[src/rtl/spi_pkg.sv]
// rtl/spi_pkg.sv - shared types and constants for the SPI byte sequencer
// Contents: sequencer FSM state enum, controller busy length, default FIFO depth.

package spi_pkg;

    typedef enum logic [1:0] {
        ST_IDLE = 2'd0,
        ST_ARM  = 2'd1,
        ST_WAIT = 2'd2
    } spi_state_e;

    localparam int SPI_BUSY_CYCLES        = 16;
    localparam int SPI_FIFO_DEPTH_DEFAULT = 4;

endpackage

[src/rtl/spi_byte_fifo.sv]
// rtl/spi_byte_fifo.sv - byte-wide synchronous FIFO with clear
// Ports: clk, rst_n (async, active-low); push/push_data write the tail;
//        pop drops the head; clear empties the FIFO and wins over push/pop;
//        full/empty status; head is the current head byte (combinational).

module spi_byte_fifo
    import spi_pkg::*;
#(
    parameter int DEPTH = SPI_FIFO_DEPTH_DEFAULT
) (
    input  logic       clk,
    input  logic       rst_n,
    input  logic       push,
    input  logic [7:0] push_data,
    input  logic       pop,
    input  logic       clear,
    output logic       full,
    output logic       empty,
    output logic [7:0] head
);

    localparam int AW = $clog2(DEPTH);
    localparam logic [AW-1:0] PTR_ONE  = AW'(1);
    localparam logic [AW:0]   CNT_ONE  = (AW+1)'(1);
    localparam logic [AW:0]   FULL_CNT = (AW+1)'(DEPTH);

    logic [7:0]    mem_q [DEPTH];
    logic [7:0]    mem_d [DEPTH];
    logic [AW-1:0] wr_ptr_q, wr_ptr_d;
    logic [AW-1:0] rd_ptr_q, rd_ptr_d;
    logic [AW:0]   count_q, count_d;
    logic          push_ok, pop_ok;

    always_comb begin
        mem_d    = mem_q;
        wr_ptr_d = wr_ptr_q;
        rd_ptr_d = rd_ptr_q;
        count_d  = count_q;

        // A pop on an empty FIFO is dropped, so a same-cycle push into an
        // empty FIFO only becomes visible next cycle. A push on a full FIFO
        // is accepted only when a pop frees the slot in the same cycle.
        pop_ok  = pop && (count_q != '0);
        push_ok = push && ((count_q != FULL_CNT) || pop_ok);

        if (clear) begin
            wr_ptr_d = '0;
            rd_ptr_d = '0;
            count_d  = '0;
        end else begin
            if (push_ok) begin
                mem_d[wr_ptr_q] = push_data;
                wr_ptr_d        = wr_ptr_q + PTR_ONE;
            end
            if (pop_ok) begin
                rd_ptr_d = rd_ptr_q + PTR_ONE;
            end
            case ({push_ok, pop_ok})
                2'b10:   count_d = count_q + CNT_ONE;
                2'b01:   count_d = count_q - CNT_ONE;
                default: count_d = count_q;
            endcase
        end
    end

    always_ff @(posedge clk or negedge rst_n) begin
        if (!rst_n) begin
            for (int i = 0; i < DEPTH; i++) begin
                mem_q[i] <= '0;
            end
            wr_ptr_q <= '0;
            rd_ptr_q <= '0;
            count_q  <= '0;
        end else begin
            mem_q    <= mem_d;
            wr_ptr_q <= wr_ptr_d;
            rd_ptr_q <= rd_ptr_d;
            count_q  <= count_d;
        end
    end

    assign full  = (count_q == FULL_CNT);
    assign empty = (count_q == '0);
    assign head  = mem_q[rd_ptr_q];

endmodule

[src/rtl/spi_byte_seq.sv]
// rtl/spi_byte_seq.sv - TX/RX byte sequencer in front of the SPI shift controller
// Ports: clk, rst_n (async, active-low).
//        Register side: wr_data/wr_en push TX; rd_en pops RX, rd_data is RX head;
//        flush clears both queues; rx_ignore drops received bytes;
//        tx_full, rx_valid, active status.
//        Controller side: txdata/txstart (registered) out; rxdata/busy in.
// Build option: SPI_RXFIFO_EN selects a DEPTH-entry RX FIFO (launch stalls
//        while RX is full); without it RX is a single overwrite register.

module spi_byte_seq
    import spi_pkg::*;
#(
    parameter int DEPTH = SPI_FIFO_DEPTH_DEFAULT
) (
    input  logic       clk,
    input  logic       rst_n,
    input  logic [7:0] wr_data,
    input  logic       wr_en,
    input  logic       rd_en,
    output logic [7:0] rd_data,
    input  logic       flush,
    input  logic       rx_ignore,
    output logic       tx_full,
    output logic       rx_valid,
    output logic       active,
    output logic [7:0] txdata,
    output logic       txstart,
    input  logic [7:0] rxdata,
    input  logic       busy
);

    spi_state_e state_q, state_d;
    logic [7:0] txdata_q, txdata_d;
    logic       txstart_q, txstart_d;
    logic       drop_q, drop_d;

    logic       tx_empty;
    logic [7:0] tx_head;
    logic       tx_pop;
    logic       rx_push;
    logic       rx_full;
    logic       launch_ok;

    spi_byte_fifo #(.DEPTH(DEPTH)) u_tx_fifo (
        .clk       (clk),
        .rst_n     (rst_n),
        .push      (wr_en),
        .push_data (wr_data),
        .pop       (tx_pop),
        .clear     (flush),
        .full      (tx_full),
        .empty     (tx_empty),
        .head      (tx_head)
    );

    always_comb begin
        state_d   = state_q;
        txdata_d  = txdata_q;
        txstart_d = 1'b0;
        drop_d    = drop_q;
        tx_pop    = 1'b0;
        rx_push   = 1'b0;

        // A flush in IDLE empties TX this cycle, so the head must not launch.
        launch_ok = !tx_empty && (rx_ignore || !rx_full) && !flush;

        case (state_q)
            ST_IDLE: begin
                drop_d = 1'b0;
                if (launch_ok) begin
                    txdata_d  = tx_head;
                    txstart_d = 1'b1;
                    tx_pop    = 1'b1;
                    state_d   = ST_ARM;
                end
            end
            ST_ARM: begin
                // Controller samples txstart at the end of this cycle.
                if (flush) begin
                    drop_d = 1'b1;
                end
                state_d = ST_WAIT;
            end
            ST_WAIT: begin
                if (flush) begin
                    drop_d = 1'b1;
                end
                if (!busy) begin
                    rx_push = !rx_ignore && !drop_q && !flush;
                    drop_d  = 1'b0;
                    state_d = ST_IDLE;
                end
            end
            default: begin
                state_d = ST_IDLE;
            end
        endcase
    end

    always_ff @(posedge clk or negedge rst_n) begin
        if (!rst_n) begin
            state_q   <= ST_IDLE;
            txdata_q  <= 8'h00;
            txstart_q <= 1'b0;
            drop_q    <= 1'b0;
        end else begin
            state_q   <= state_d;
            txdata_q  <= txdata_d;
            txstart_q <= txstart_d;
            drop_q    <= drop_d;
        end
    end

`ifdef SPI_RXFIFO_EN
    logic rx_empty;

    spi_byte_fifo #(.DEPTH(DEPTH)) u_rx_fifo (
        .clk       (clk),
        .rst_n     (rst_n),
        .push      (rx_push),
        .push_data (rxdata),
        .pop       (rd_en),
        .clear     (flush),
        .full      (rx_full),
        .empty     (rx_empty),
        .head      (rd_data)
    );

    assign rx_valid = !rx_empty;
`else
    logic [7:0] rx_hold_q, rx_hold_d;
    logic       rx_valid_q, rx_valid_d;

    always_comb begin
        rx_hold_d  = rx_hold_q;
        rx_valid_d = rx_valid_q;
        if (rd_en) begin
            rx_valid_d = 1'b0;
        end
        // A freshly received byte wins over a same-cycle read.
        if (rx_push) begin
            rx_hold_d  = rxdata;
            rx_valid_d = 1'b1;
        end
        if (flush) begin
            rx_valid_d = 1'b0;
        end
    end

    always_ff @(posedge clk or negedge rst_n) begin
        if (!rst_n) begin
            rx_hold_q  <= 8'h00;
            rx_valid_q <= 1'b0;
        end else begin
            rx_hold_q  <= rx_hold_d;
            rx_valid_q <= rx_valid_d;
        end
    end

    // The holding register never back-pressures the launch.
    assign rx_full  = 1'b0;
    assign rd_data  = rx_hold_q;
    assign rx_valid = rx_valid_q;
`endif

    assign txdata  = txdata_q;
    assign txstart = txstart_q;
    assign active  = !tx_empty || (state_q != ST_IDLE);

endmodule

[config.mk]
export PLATFORM = sky130hd
export DESIGN_NAME = spi_byte_seq
export DESIGN_NICKNAME = d
export VERILOG_FILES = /design/src/rtl/spi_pkg.sv /design/src/rtl/spi_byte_fifo.sv /design/src/rtl/spi_byte_seq.sv
export SDC_FILE = /design/constraint.sdc
export NUM_CORES = 1
export LEC_CHECK = 0
export CORE_MARGIN = 2
export CORE_UTILIZATION = 51
export DETAILED_ROUTE_END_ITERATION = 10
export PLACE_DENSITY = 0.72
export SLEW_MARGIN = 0
export SYNTH_ARGS = -nofsm -noshare
export SYNTH_HDL_FRONTEND = slang
export SYNTH_SLANG_ARGS = --single-unit
[constraint.sdc]
create_clock -name clk -period 4.3 [get_ports clk]
set_input_delay 0.645 -clock clk [delete_from_list [all_inputs] [get_ports clk]]
set_output_delay 0.645 -clock clk [all_outputs]
set_load 0.01 [all_outputs]
After elaboration in Yosys (flattened, before gate mapping)
Cells that the tools add are included.
{"block": "word_totals", "register_bits": 60, "latch_bits": 0, "ram_bits": 0, "rom_bits": 0, "input_bits": 23, "out_inout_bits": 20, "n_memories": 0}
{"block": "op_classes", "add_sub_neg": 4, "n_mul": 0, "div_mod_pow": 0, "n_lt_le_gt_ge": 3, "n_eq_ne": 8, "n_shift": 0, "mux": 25, "bitwise_logic": 3, "n_reduce_logical": 24}
{"op": "$bwmux 32", "count": 1}
{"op": "$mux 8", "count": 3}
{"op": "$bmux 8 s2", "count": 1}
{"op": "$demux 8 s2", "count": 1}
{"op": "$mux 2", "count": 6}
{"op": "$reduce_bool 3->1", "count": 4}
{"op": "$mux 1", "count": 9}
{"op": "$ge 3x3->1 const B", "count": 2}
{"op": "$logic_and 1x1->1", "count": 6}
{"op": "$not 2->3", "count": 2}
{"op": "$pmux 2 s3", "count": 1}
{"op": "$pmux 3 s2", "count": 1}
{"op": "$reduce_and 2->1", "count": 3}
{"op": "$reduce_bool 2->1", "count": 3}
{"op": "$add 2x1->2 const B", "count": 2}
{"op": "$eq 2x1->1 const B", "count": 2}
{"op": "$eq 2x2->1 const B", "count": 2}
{"op": "$logic_not 1->1", "count": 4}
{"op": "$ne 2x2->1 const B", "count": 2}
{"op": "$add 3x1->3 const B", "count": 1}
{"op": "$eq 3x3->1 const B", "count": 1}
{"op": "$logic_not 3->1", "count": 1}
{"op": "$lt 3x1->1 const B", "count": 1}
{"op": "$mux 3", "count": 1}
{"op": "other kinds (6)", "count": 7}

Longest topological paths before layout
Gate-level depths: netlist of run 1.
{"block": "logic_depth", "word_depth": 11, "mapped_depth": 9, "ltp_nobuf": 9}

By module
From an unflattened synthesis of run 1, not the netlist that was laid out.
{"block": "unflattened", "cells_unflattened": 205, "area_unflattened_um2": 2879.0}
{"module": "spi_byte_fifo", "instances": 1, "cells_each": 141, "area_per_inst_um2": 1981.9, "seq_area_each_um2": 975.9}
{"module": "spi_byte_seq", "instances": 1, "cells_each": 64, "area_per_inst_um2": 897.1, "seq_area_each_um2": 525.5}

Worst setup path before layout of run 1
No wires, ideal clock.
{"block": "synth_timing", "path_type": "register -> output", "startpoint": "reg state_q[0]", "endpoint": "out active", "t_arrival_ns": 1.430, "required_time_ns": 3.655, "setup_slack_ns": 2.225, "stages_incl_launch_ff": 6, "n_path_buf": 1, "cell_sequence": "dfrtp_1 inv_1 ha_1 buf_1 nand2b_1 or3_1"}
{"block": "synth_via", "elab_chain_cells": 2}
{"element": "start: declaration", "line_no": "spi_byte_seq.sv:32", "rtl": "spi_state_e state_q, state_d;"}
{"element": "start signal: assignment", "line_no": "spi_byte_seq.sv:107", "rtl": "state_q <= state_d;"}
{"element": "$reduce_bool 2->1", "line_no": "spi_byte_seq.sv:168", "rtl": "assign active = !tx_empty || (state_q != ST_IDLE);"}
{"element": "$logic_or 1x1->1", "line_no": "spi_byte_seq.sv:168"}
{"element": "end: declaration", "line_no": "spi_byte_seq.sv:25", "rtl": "output logic active,"}
No other way between the ends.

Worst setup path in the final report of run 1
Same ends and word-level chain as after synthesis.

==> results of run 1 <==
-- routing by layer --
metal	routed length (microns)	vias up
met1	2350	873
li1	-	822
met4	43	0
met2	2330	32
met5	0	-
met3	189	2
-- registers in the layout, indices dropped and copies added, names as in the netlist --
name and cells:
u_tx_fifo.mem_q 32, rd_data 8, txdata 8, u_tx_fifo.count_q 3
state_q 2, u_tx_fifo.rd_ptr_q 2, u_tx_fifo.wr_ptr_q 2, drop_q 1
rx_valid 1, txstart 1
-- critical path: cells and delay by family (launching register included) --
kind,cells,cell delay (ps)
buf+inv,2,590
simple gates,2,460
fa+ha+maj,1,430
flops,1,410
-- per-stage QoR --
step	instance area, sq um	total power [mW]	utilization
4_1_cts	3530	2.43	0.650
3_3_place_gp	3300	1.80	0.607
5_1_grt	3530	2.56	0.650
2_1_floorplan	2830	1.52	-
6_report	3530	2.40	0.650
3_5_place_dp	3300	1.83	0.607
-- how the worst max path moves through the flow --
stage                           endpoint  startpoint  slack (ps)  cells after the start
finish                            active  state_q[0]        1430                      5
global route                      active  state_q[0]        1310                      5
CTS                               active  state_q[0]        1400                      5
detailed placement  u_tx_fifo.count_q[2]       flush        1320                      8
global placement    u_tx_fifo.count_q[2]       flush        1410                      8
floorplan                         active  state_q[0]        2220                      5
-- area by class of cell --
class                   instances  area [sq um]
repair buffers                 43           423
multi-input cells             127          1260
fillers                       423          1910
clock inverters                 5           100
clock buffers                  11           131
well taps                      72          90.1
inverters                       7          26.3
flip-flops and latches         60          1500
-- placed cells by master, fill, tap and decap left out, types with 2 or more instances in the layout --
master | synthesis | final
o21ai_0 | 5 | 5
nor3_1 | 2 | 2
a21oi_1 | 6 | 6
nor2_1 | 8 | 8
mux4_2 | 8 | 8
clkbuf_8 | 0 | 9
mux2_2 | 49 | 49
clkbuf_1 | 1 | 2
nand2b_1 | 6 | 6
nand2_1 | 5 | 5
dfrtp_1 | 60 | 60
clkinv_2 | 0 | 2
xor2_1 | 3 | 3
nand2_2 | 4 | 4
bufinv_16 | 0 | 3
ha_1 | 9 | 9
inv_1 | 7 | 7
or3_1 | 2 | 2
clkdlybuf4s50_1 | 0 | 41
-- cell families (layout without fill, tap and decap cells) --
| kind of cell | after synthesis | in the layout | share of synthesized area |
|---|---|---|---|
| DFF | 60 | 60 | 0.531 |
| xor gates and xnor gates | 4 | 4 | 0.0124 |
| AOI/OAI and AO/OA | 20 | 20 | 0.0517 |
| buffers and inverters | 15 | 66 | 0.0239 |
| muxes | 59 | 59 | 0.266 |
| and+or+nand+nor | 34 | 34 | 0.0685 |
| adders and majority gates | 10 | 10 | 0.0469 |
-- where the power goes --
part	internal (mW)	switching (mW)	total, mW	leakage, nW
sequential	0.807	0.165	0.972	0.756
combinational	0.516	0.322	0.838	0.657
clock	0.383	0.211	0.595	0.117
total	1.71	0.699	2.40	1.53
==> results.md, run 1 <==
Detailed routing:
- The pre-antenna-repair detailed-routing pass consisted of 4 iterations.
- The via count is 1729.
- Dividing the detail-routed via count by the number of cells gives 5.32.
- The wire length per cell is 15.1 microns.
- The number of DRC violations after detailed-routing iteration 0 is 92.
- The detail route stage leaves a number of antenna-violating nets equal to 0.
- The post-route DRC violation count is 0.
- The total wire length after detailed routing is 4910 microns.

Timing:
- The number of slew-limit violations in the final report was 0.
- The final-report hold violation count is 0.
- Adding up every negative setup slack in the final design gives 0 ps.
- In the post-route analysis, the smallest setup slack over all paths is 1430 ps.
- In this run the tightest slew margin relative to its limit is 0.587.
- Setup repair after global routing left no endpoint under its margin.
- The period utilization is 0.668.
- Setup violations remaining at the end of the flow were counted as 0.
- The worst path in the final design needs a cycle of 2870 ps, including I/O delays and setup.
- The worst-case hold slack is 324 ps.
- The actual transition at the worst max-transition pin is 614 ps.
- Between clock sinks in the finished design, the worst skew comes to 7.98 ps.
- The maximum clock frequency is 0.348 GHz.

Synthesis:
- The sequential-to-total area share from yosys stat is 0.531.
- Ranked by total cell area, the synthesized netlist is headed by dfrtp_1, mux2_2, mux4_2.
- Yosys printed 0 warnings.
- The cell area that synthesis handed to floorplanning was 2830 sq um.
- The number of flops mapped to enable cells by yosys is 0.
- The most frequent cell after synthesis is dfrtp_1.
- The predominant post-synthesis flop cell is dfrtp_1.
- The synthesized netlist net count is 235.
- Of the post-synthesis cell area, the dominant cell type holds 0.531.
- The number of unique standard cell types used by synthesis is 38.
- A synthesized cell averages 14.0 sq um.
- The count of state elements after synthesis is 60.
- The commonest cells after synthesis are dfrtp_1, mux2_2, ha_1.
- The fraction of registers with async set/reset is 1.00.
- Counting every instance in the synthesized netlist gives 202.
- The cell accounting for the most synthesized area is dfrtp_1.

Global routing:
- The met1 routing resource usage after global routing is 0.241.
- The number of global-route vias before repair is 1762.
- The routing layer with the top usage in global route is met2.
- The first global-routing pass estimated 8430 microns of wire.
- The leftover overflow at the end of global routing is 0.
- The number of antenna violations at the first check in global routing is 0.
- The global routing met2 resource utilization is 0.284.
- Entering global routing, the biggest net connects 34 pins.
- For this run, the total global-route usage over all layers was measured as 0.183.
- The met3 routing resource usage after global routing is 0.0621.

Clocking:
- TritonCTS built the clock tree.
- The CTS H-tree depth is 3.
- The total of hold buffers inserted after clock tree synthesis is 0.
- Once the clock tree was built, the resizer swapped 0 gates to a different size.
- The post-CTS repair timing setup buffer count is 0.
- The clock-pin slew on the worst setup and hold paths is 70 ps.
- The clock tree root buffer cell is clkbuf_8.
- The number of clock sinks is 60.
- The number of buffers created by CTS is 9.
- The buffer levels on the longest clock path is 2.
- The clock reaches the later pin of the worst-skew pair after 330 ps.

Cells and area:
- For this run, the number of standard cells in the final layout without fillers is 325.
- In the final layout, the share of cells above drive strength 1 is 0.320.
- The number of antenna diodes is 0.
- The area added between synthesis and finish is 24.8%.
- After the last flow step, the layout net total stands at 281.

Worst setup path:
- The worst setup path is captured at an output port.
- Counting cells, the worst reg-to-reg path comes to 8.
- The slack of the worst reg-to-reg path is 1970 ps.
- The reg-to-reg critical path endpoint is u_tx_fifo.count_q[1].
- The peak fanout along the critical path is 13.
- Data on the critical path arrives at its endpoint at 2230 ps.
- The type of the worst setup path is flip-flop to output port.
- The kind of launch point of the worst setup path is a flip-flop.
- The library cell contributing the largest single delay on the critical path is clkdlybuf4s50_1.
- The signal on the critical path passes through inv_1, ha_1, nand2b_1, or3_1, clkdlybuf4s50_1.
- The start of the worst register-to-register path is state_q[0].
- The required arrival time at the worst endpoint is 3650 ps.
- The largest single stage delay on the critical path is 480 ps.

Placed design:
- The number of I/O port buffers is 42.
- The number of placed instances, taps included, is 309.
- After legalization and detailed placement, the total HPWL measured 3320 microns.
- Routability-driven placement finished with a final weighted congestion of 0.795.
- Prior to clock tree synthesis, the placed netlist has a worst setup slack of 1320 ps.

Floorplanning:
- The initial utilization of the core area, before any placement, comes to 0.520.
- The die width is 78.5 microns.
- The vertical extent of the die is 78.5 microns.
- Row generation in the floorplan step produced 27 rows.
- The area of the core is 5440 sq um.
- During I/O placement, the number of pins put on the boundary was 43.
- The full die area is 6160 sq um.

Pwr:
- Power spread over the standard cell area amounts to 680 nW/um^2.
- For this design the static power due to leakage is 1.53 nW.
- The worst-case IR drop observed on VDD is 0.000410 V.

Job:
- Max-cap violations in this run came to 0.

Status:
- The flow ran to the end, and the final reports show no timing, DRC or antenna violations.

Worst hold path:
- The worst hold-check path type is input port to asynchronous set/reset pin.
Note: power is estimated with default switching activity, not from simulation.
==> run 2: changes to the inputs <==
- CORE_UTILIZATION: 51 -> 48
- PLACE_DENSITY: 0.72 -> 0.71
- clock period: 4.3 -> 2.3 ns (I/O delays scaled with it)
==> run 2 against run 1 <==
Final cell count rose by 1.5%. Total power rose by 85%. Clock power rose by 59%. Sequential share of layout area fell by 0.45 points. Register-to-register slack got worse by 1700 ps. Worst setup slack got worse by 1300 ps. Via count rose by 2.5%. Critical path depth fell by 2. Worst hold slack got worse by 320 ps.
==> results.md, run 2 (synthesis results as in run 1) <==
Status:
- The flow ran to the end, and the final reports show no timing, DRC or antenna violations.

Clocking:
- The clock-pin slew on the worst setup and hold paths is 70 ps (about the same).
- The total of hold buffers inserted after clock tree synthesis is 0 (unchanged).
- The buffer levels on the longest clock path was 2 (unchanged).
- The clock insertion delay at the later pin of the skew report came to 340 ps (about the same).
- The tree is rooted in a clkbuf_8.
- The number of buffers created by CTS is 9 (unchanged).
- The CTS H-tree depth is 3 (unchanged).
- TritonCTS built the clock tree.
- The number of clock sinks is 60 (unchanged).

Detailed routing:
- The residual antenna-violating net count after detailed routing is 0 (unchanged).
- The detail-routed via count per cell is 5.37 (+0.93%).
- The count of TritonRoute iterations in the first routing pass is 4 (unchanged).
- The via count is 1772 (+2.5%).
- The total wire length after detailed routing is 5250 microns (+6.9%).
- The post-route DRC violation count is 0 (unchanged).
- The number of DRC violations after detailed-routing iteration 0 was 48 (-48%).
- The wire length per cell is 15.9 microns (+5.2%).

Timing:
- The actual transition at the worst max-transition pin is 592 ps (-22.1 ps).
- The number of slew-limit violations in the final report was 0 (unchanged).
- The setup-violating endpoint count in the final report was 0 (unchanged).
- The relative slew slack is 0.605 (+0.0178).
- The period utilization is 0.944.
- Setup repair after global routing left no endpoint under its margin.
- Static timing analysis puts the maximum clock frequency at 0.460 GHz.
- The final sum of negative setup slack is 0 ps (unchanged).
- The least setup slack across all paths after layout is 128 ps (-1300 ps).
- The largest clock skew in the final design came to 5.24 ps (-2.74 ps).
- After layout, the minimum clock period comes to 2170 ps.
- The final-report hold violation count is 0 (unchanged).

Placed design:
- The final RePlAce weighted congestion was 0.855 (+7.5%).
- The HPWL after detailed placement is 3570 microns (+7.5%).
- The setup slack after placement is 124 ps (-1190 ps).
- The number of I/O port buffers came to 42 (unchanged).
- The total placed cells including tap cells is 316 (+2.3%).

Pwr:
- The combinational fraction of design power is 0.378 (+0.029).
- The peak supply drop came to 0.000651 V (+59%).
- The portion of total power attributed to the clock network came to 0.213 (-0.034).
- The total net switching power came to 1.35 mW (+93%).
- The total leakage power is 1.55 nW (+1.3%).
- The fraction of power spent switching nets is 0.305 (+0.0141).
- The relative contribution of sequential cells to total power is 0.409 (+0.005).
- The power per unit of standard cell area is 1240 nW/um^2 (+83%).
- The design internal power came to 3.09 mW (+81%).

Global routing:
- The leftover overflow at the end of global routing is 0 (unchanged).
- The pin count of the biggest net entering global routing was 36 (+5.9%).
- The global-route total usage across every layer is 0.188 (+0.00506).
- The global-route wire length before repair is 8920 microns (+5.8%).
- The number of global-route vias before repair is 1820 (+3.3%).
- The number of antenna violations at the first check in global routing was 0 (unchanged).

Worst setup path:
- The start of the worst register-to-register path is state_q[0].
- The required arrival time at the worst endpoint is 1960 ps (-1690 ps).
- The type of the worst setup path is flip-flop to output port.
- The slack of the worst reg-to-reg path is 290 ps (-1680 ps).
- In this run the worst setup path begins at u_tx_fifo.count_q[0].
- The endpoint class of the critical path is an output port.
- The path depth of the worst reg2reg path is 9 (+1).
- The signal arrival time at the worst endpoint is 1830 ps (-400 ps).
- The peak fanout along the critical path came to 10 (-3).
- In this run the critical register-to-register path is captured at u_tx_fifo.count_q[2].
- STA classifies the critical path startpoint as a flip-flop.

Cells and area:
- From synthesis to final layout, the design area changed by 26.2%.
- Counting flops per register, the top entry is u_tx_fifo.mem_q.
- The number of antenna diodes is 0 (unchanged).
- The fraction of layout cells with a size suffix above 1 was 0.353 (+0.0326).
- The number of flip-flops under the largest register name is 32 (unchanged).
- The layout net count is 288 (+2.5%).
- The register area is 1500 sq um (unchanged).
- The area used by multi-input combinational logic is 1280 sq um (+1.2%).
- In the layout the commonest cells are dfrtp_1, mux2_2, clkdlybuf4s50_1.
- The non-filler instance count after layout is 330 (+1.5%).
- The leading cell type in the layout, fill and taps excluded is dfrtp_1.
- The number of filler cells placed in the layout is 471 (+11%).

Floorplanning:
- The count of standard-cell rows is 27 (unchanged).
- The die width is 80.8 microns (+2.9%).
- The initial core utilization is 0.505 (-0.0157).
- The vertical extent of the die is 80.8 microns (+2.9%).
- The area of the core was 5610 sq um (+3.1%).
- The number of ports placed on the die boundary came to 43 (unchanged).
- The full die area is 6530 sq um (+5.9%).

Job:
- The max-cap check violation count is 0 (unchanged).

Worst hold path:
- The worst hold-check path type is input port to asynchronous set/reset pin.
==> run 2: cell types whose count changed in the layout (fill, tap and decap cells not counted), sizes merged <==
cell,before,now
clkdlybuf4s50,41,40
bufinv,3,1
clkinv,2,1
buf,2,9
dlygate4sd2,0,1
clkbuf,11,12
==> run 2: layout make-up <==
| class | instances | area share |
|---|---|---|
| Inverter | 7 | 0.00736 |
| Clock inverter | 2 | 0.00981 |
| Tap cell | 72 | 0.0252 |
| Timing Repair Buffer | 50 | 0.136 |
| Sequential cell | 60 | 0.420 |
| Multi-Input combinational cell | 127 | 0.357 |
| Clock buffer | 12 | 0.0434 |
==> run 2: critical path: stages (launching register included) <==
cell and delay [ps]:
dfrtp_1 490, nor2_2 300, and2_1 170, clkdlybuf4s50_1 530
==> run 2: stage by stage <==
stage | hold WS [ps] | util | power, mW | instance area, sq um
after floorplan | 49.4 | - | 2.83 | 2830
after global placement | 388 | 0.600 | 3.43 | 3370
after detailed placement | 387 | 0.600 | 3.49 | 3370
after CTS | 22.5 | 0.637 | 4.47 | 3570
after global routing | 53.5 | 0.637 | 4.71 | 3570
final | 6.33 | 0.637 | 4.44 | 3570
==> run 2: routing by layer <==
layer	vias to the layer above	part of all wire	track usage
met1	901	0.47	0.251
li1	826	-	-
met5	-	0	0
met4	0	0.022	0.0966
met2	36	0.48	0.290
met3	9	0.035	0.0444
==> run 2: worst max path at each step <==
stage,to,slack [ps],depth (start not counted)
2_1_floorplan,u_tx_fifo.count_q[2],260,8
3_3_place_gp,u_tx_fifo.mem_q[24],160,5
3_5_place_dp,u_tx_fifo.count_q[2],120,8
4_1_cts,tx_full,100,3
5_1_grt,tx_full,10,3
6_report,tx_full,130,3
==> run 2: repair_timing <==
action / 4_1_cts / 5_1_grt
setup buffers: 0 / 0
gates resized for setup: 6 / 0
endpoints found under the setup margin: 2 / 0
==> run 2: power by group through the flow <==
stage | Combinational [mW] | Sequential, mW | Clock (mW)
after floorplan | 1.06 | 1.78 | 0
after global placement | 1.62 | 1.81 | 0
after detailed placement | 1.66 | 1.83 | 0
after CTS | 1.68 | 1.81 | 0.968
after global routing | 1.83 | 1.88 | 1.01
final | 1.68 | 1.81 | 0.946
==> run 3: changes to the inputs <==
- CELL_PAD_IN_SITES_DETAIL_PLACEMENT: default -> 1
- CELL_PAD_IN_SITES_GLOBAL_PLACEMENT: default -> 1
- CORE_UTILIZATION: 48 -> 40
- PLACE_DENSITY: 0.71 -> 0.72
==> run 3 against run 2 <==
Total power increased by 1.5%. Via count increased by 2.9%. Core utilization decreased by 10 points. Critical path type is now flip-flop to flip-flop.
==> results.md, run 3 (synthesis results as in run 1) <==
Timing:
- The worst-case hold slack is 481 ps (+474 ps).
- The setup-violating endpoint count in the final report is 0 (unchanged).
- The largest clock skew in the final design is 8.12 ps (+2.88 ps).
- The final critical delay including setup and external delays came to 2080 ps (-91.8 ps).
- The final-report hold violation count is 0 (unchanged).
- The least setup slack across all paths after layout was 220 ps (+91.8 ps).
- The relative slew slack was 0.675 (+0.0702).
- The actual transition at the worst max-transition pin is 487 ps (-105 ps).
- The period utilization was 0.904 (-0.0399).
- Setup repair after global routing left no endpoint under its margin.
- The number of slew-limit violations in the final report is 0 (unchanged).
- The maximum clock frequency is 0.481 GHz (+4.4%).
- The final sum of negative setup slack is 0 ps (unchanged).

Clocking:
- The CTS H-tree depth was 3 (unchanged).
- The clock-pin slew on the worst setup and hold paths is 70 ps (about the same).
- The number of clock sinks is 60 (unchanged).
- The CTS tree is done.
- The buffer levels on the longest clock path is 2 (unchanged).
- The clock insertion delay at the later pin of the skew report is 340 ps (about the same).
- The number of buffers created by CTS was 9 (unchanged).
- The clock tree root buffer cell is clkbuf_8.

Detailed routing:
- The residual antenna-violating net count after detailed routing is 0 (unchanged).
- The post-route DRC violation count was 0 (unchanged).
- The number of DRC violations after detailed-routing iteration 0 is 34 (-29%).
- The via count is 1823 (+2.9%).
- The wire length per cell is 16.3 microns (+2.3%).
- The count of TritonRoute iterations in the first routing pass is 4 (unchanged).
- The total wire length after detailed routing is 5910 microns (+13%).
- The detail-routed via count per cell is 5.02 (-6.5%).

Cells and area:
- The utilization of the core after routing is 0.536 (-0.101).
- The number of flip-flops under the largest register name is 32 (unchanged).
- Compared with the post-synthesis result, the final layout area differs by 29.3%.
- The non-filler instance count after layout is 363 (+10%).
- The top cell types in the final layout, fill and taps aside, are dfrtp_1, mux2_2, clkdlybuf4s50_1.
- The number of antenna diodes was 0 (unchanged).
- The final design instance area without fill is 3660 sq um (+2.5%).
- The fraction of layout cells with a size suffix above 1 was 0.367 (+0.0143).
- The layout net count is 295 (+2.4%).
- Leaving out fill and tap cells, the most frequent cell in the layout is dfrtp_1.
- The register bank with the most flops is u_tx_fifo.mem_q.

Global routing:
- The leftover overflow at the end of global routing came to 0 (unchanged).
- The number of global-route vias before repair is 1931 (+6.1%).
- The number of antenna violations at the first check in global routing was 0 (unchanged).
- The pin count of the biggest net entering global routing is 26 (-28%).
- The global-route total usage across every layer is 0.176 (-0.0119).
- The global-route wire length before repair came to 10100 microns (+13%).

Pwr:
- The power per unit of standard cell area is 1230 nW/um^2 (-0.90%).
- The total leakage power is 1.58 nW (+2.1%).
- The peak supply drop is 0.000522 V (-20%).
- The power consumption came to 4.50 mW (+1.5%).

Floorplanning:
- The initial core utilization was 0.414 (-0.0904).
- The full die area is 7760 sq um (+19%).
- The number of ports placed on the die boundary is 43 (unchanged).
- The die width was 88.1 microns (+9.1%).
- The vertical extent of the die is 88.1 microns (+9.1%).
- The count of standard-cell rows came to 30 (+11%).
- The area of the core is 6830 sq um (+22%).

Placed design:
- The number of I/O port buffers is 42 (unchanged).
- The cell area reported after detailed placement is 3430 sq um (+2.0%).
- The final RePlAce weighted congestion is 0.833 (-2.5%).
- The setup slack after placement is 36.5 ps (-87.9 ps).
- The total placed cells including tap cells is 345 (+9.2%).
- The HPWL after detailed placement came to 4100 microns (+15%).

Worst setup path:
- The signal arrival time at the worst endpoint is 2300 ps (+470 ps).
- The signal on the critical path passes through inv_2, ha_4, buf_4, nand2b_1, nor3_1, fa_1, nor3b_1, a21oi_1, a32oi_1, a21oi_1.
- Grouping stages by cell kind, the critical path spends the most delay in adder cells.
- The peak fanout along the critical path is 9 (-1).
- The stage delay of the slowest cell on the critical path was 460 ps (-70 ps).
- The setup path with the least slack is of type flip-flop to flip-flop.
- In this design, the critical path's most frequently occurring cell is a21oi_1.
- The required arrival time at the worst endpoint is 2520 ps (+560 ps).
- The critical path buffer and inverter count is 2 (+1).
- The worst setup path is captured at a flip-flop.
- The largest individual stage delay along the critical path comes from the cell fa_1.
- The kind of launch point of the worst setup path is a flip-flop.

Status:
- The run finished with clean final reports.

Worst hold path:
- The worst hold-check path type is flip-flop to flip-flop.

Job:
- The max-cap check violation count is 0 (unchanged).
[run 3: worst register-to-register path, delay by kind of cell, from the launching register on]
kind,cells,cell delay (ps)
compound gates,3,300
fa+ha+maj,2,620
buf+inv,2,240
simple gates,3,390
flops,1,410
[run 3: worst paths after layout]
path                            startpoint                    to  slack, ps  depth (start not counted)
worst max-delay path            state_q[0]  u_tx_fifo.count_q[2]        220                         10
worst min-delay path              rx_valid              rx_valid        480                          1
worst max register to register  state_q[0]  u_tx_fifo.count_q[2]        220                         10
worst min register to register    rx_valid              rx_valid        480                          1
max in group asynchronous            rst_n    u_tx_fifo.mem_q[1]       1100                          3
min in group asynchronous            rst_n    u_tx_fifo.mem_q[0]        500                          2
[run 3: what timing repair did]
item | CTS | global route
pin swaps | 1 | 0
hold buffers | 1 | 0
gates resized for setup | 4 | 1
buffers inserted | 1 | 0
endpoints found under the hold margin | 19 | 0
setup endpoints to repair | 1 | 1
[run 3: power by group]
group	internal (mW)	switching (mW)
clock	0.500	0.437
sequential	1.51	0.295
combinational	1.07	0.696
total	3.08	1.43
[run 3: cell type report]
class	count	area (sq um)
fillers	724	3170
flip-flops and latches	60	1500
multi-input cells	127	1270
repair buffers	57	546
clock buffers	10	128
well taps	96	120
clock inverters	6	63.8
inverters	7	26.3
[run 3: metal layers]
layer | GRT usage | vias up | part of all wire
met5 | 0 | - | 0
met4 | 0.0882 | 0 | 0.020
met3 | 0.0405 | 7 | 0.027
met2 | 0.275 | 26 | 0.51
met1 | 0.232 | 943 | 0.44
li1 | - | 847 | -
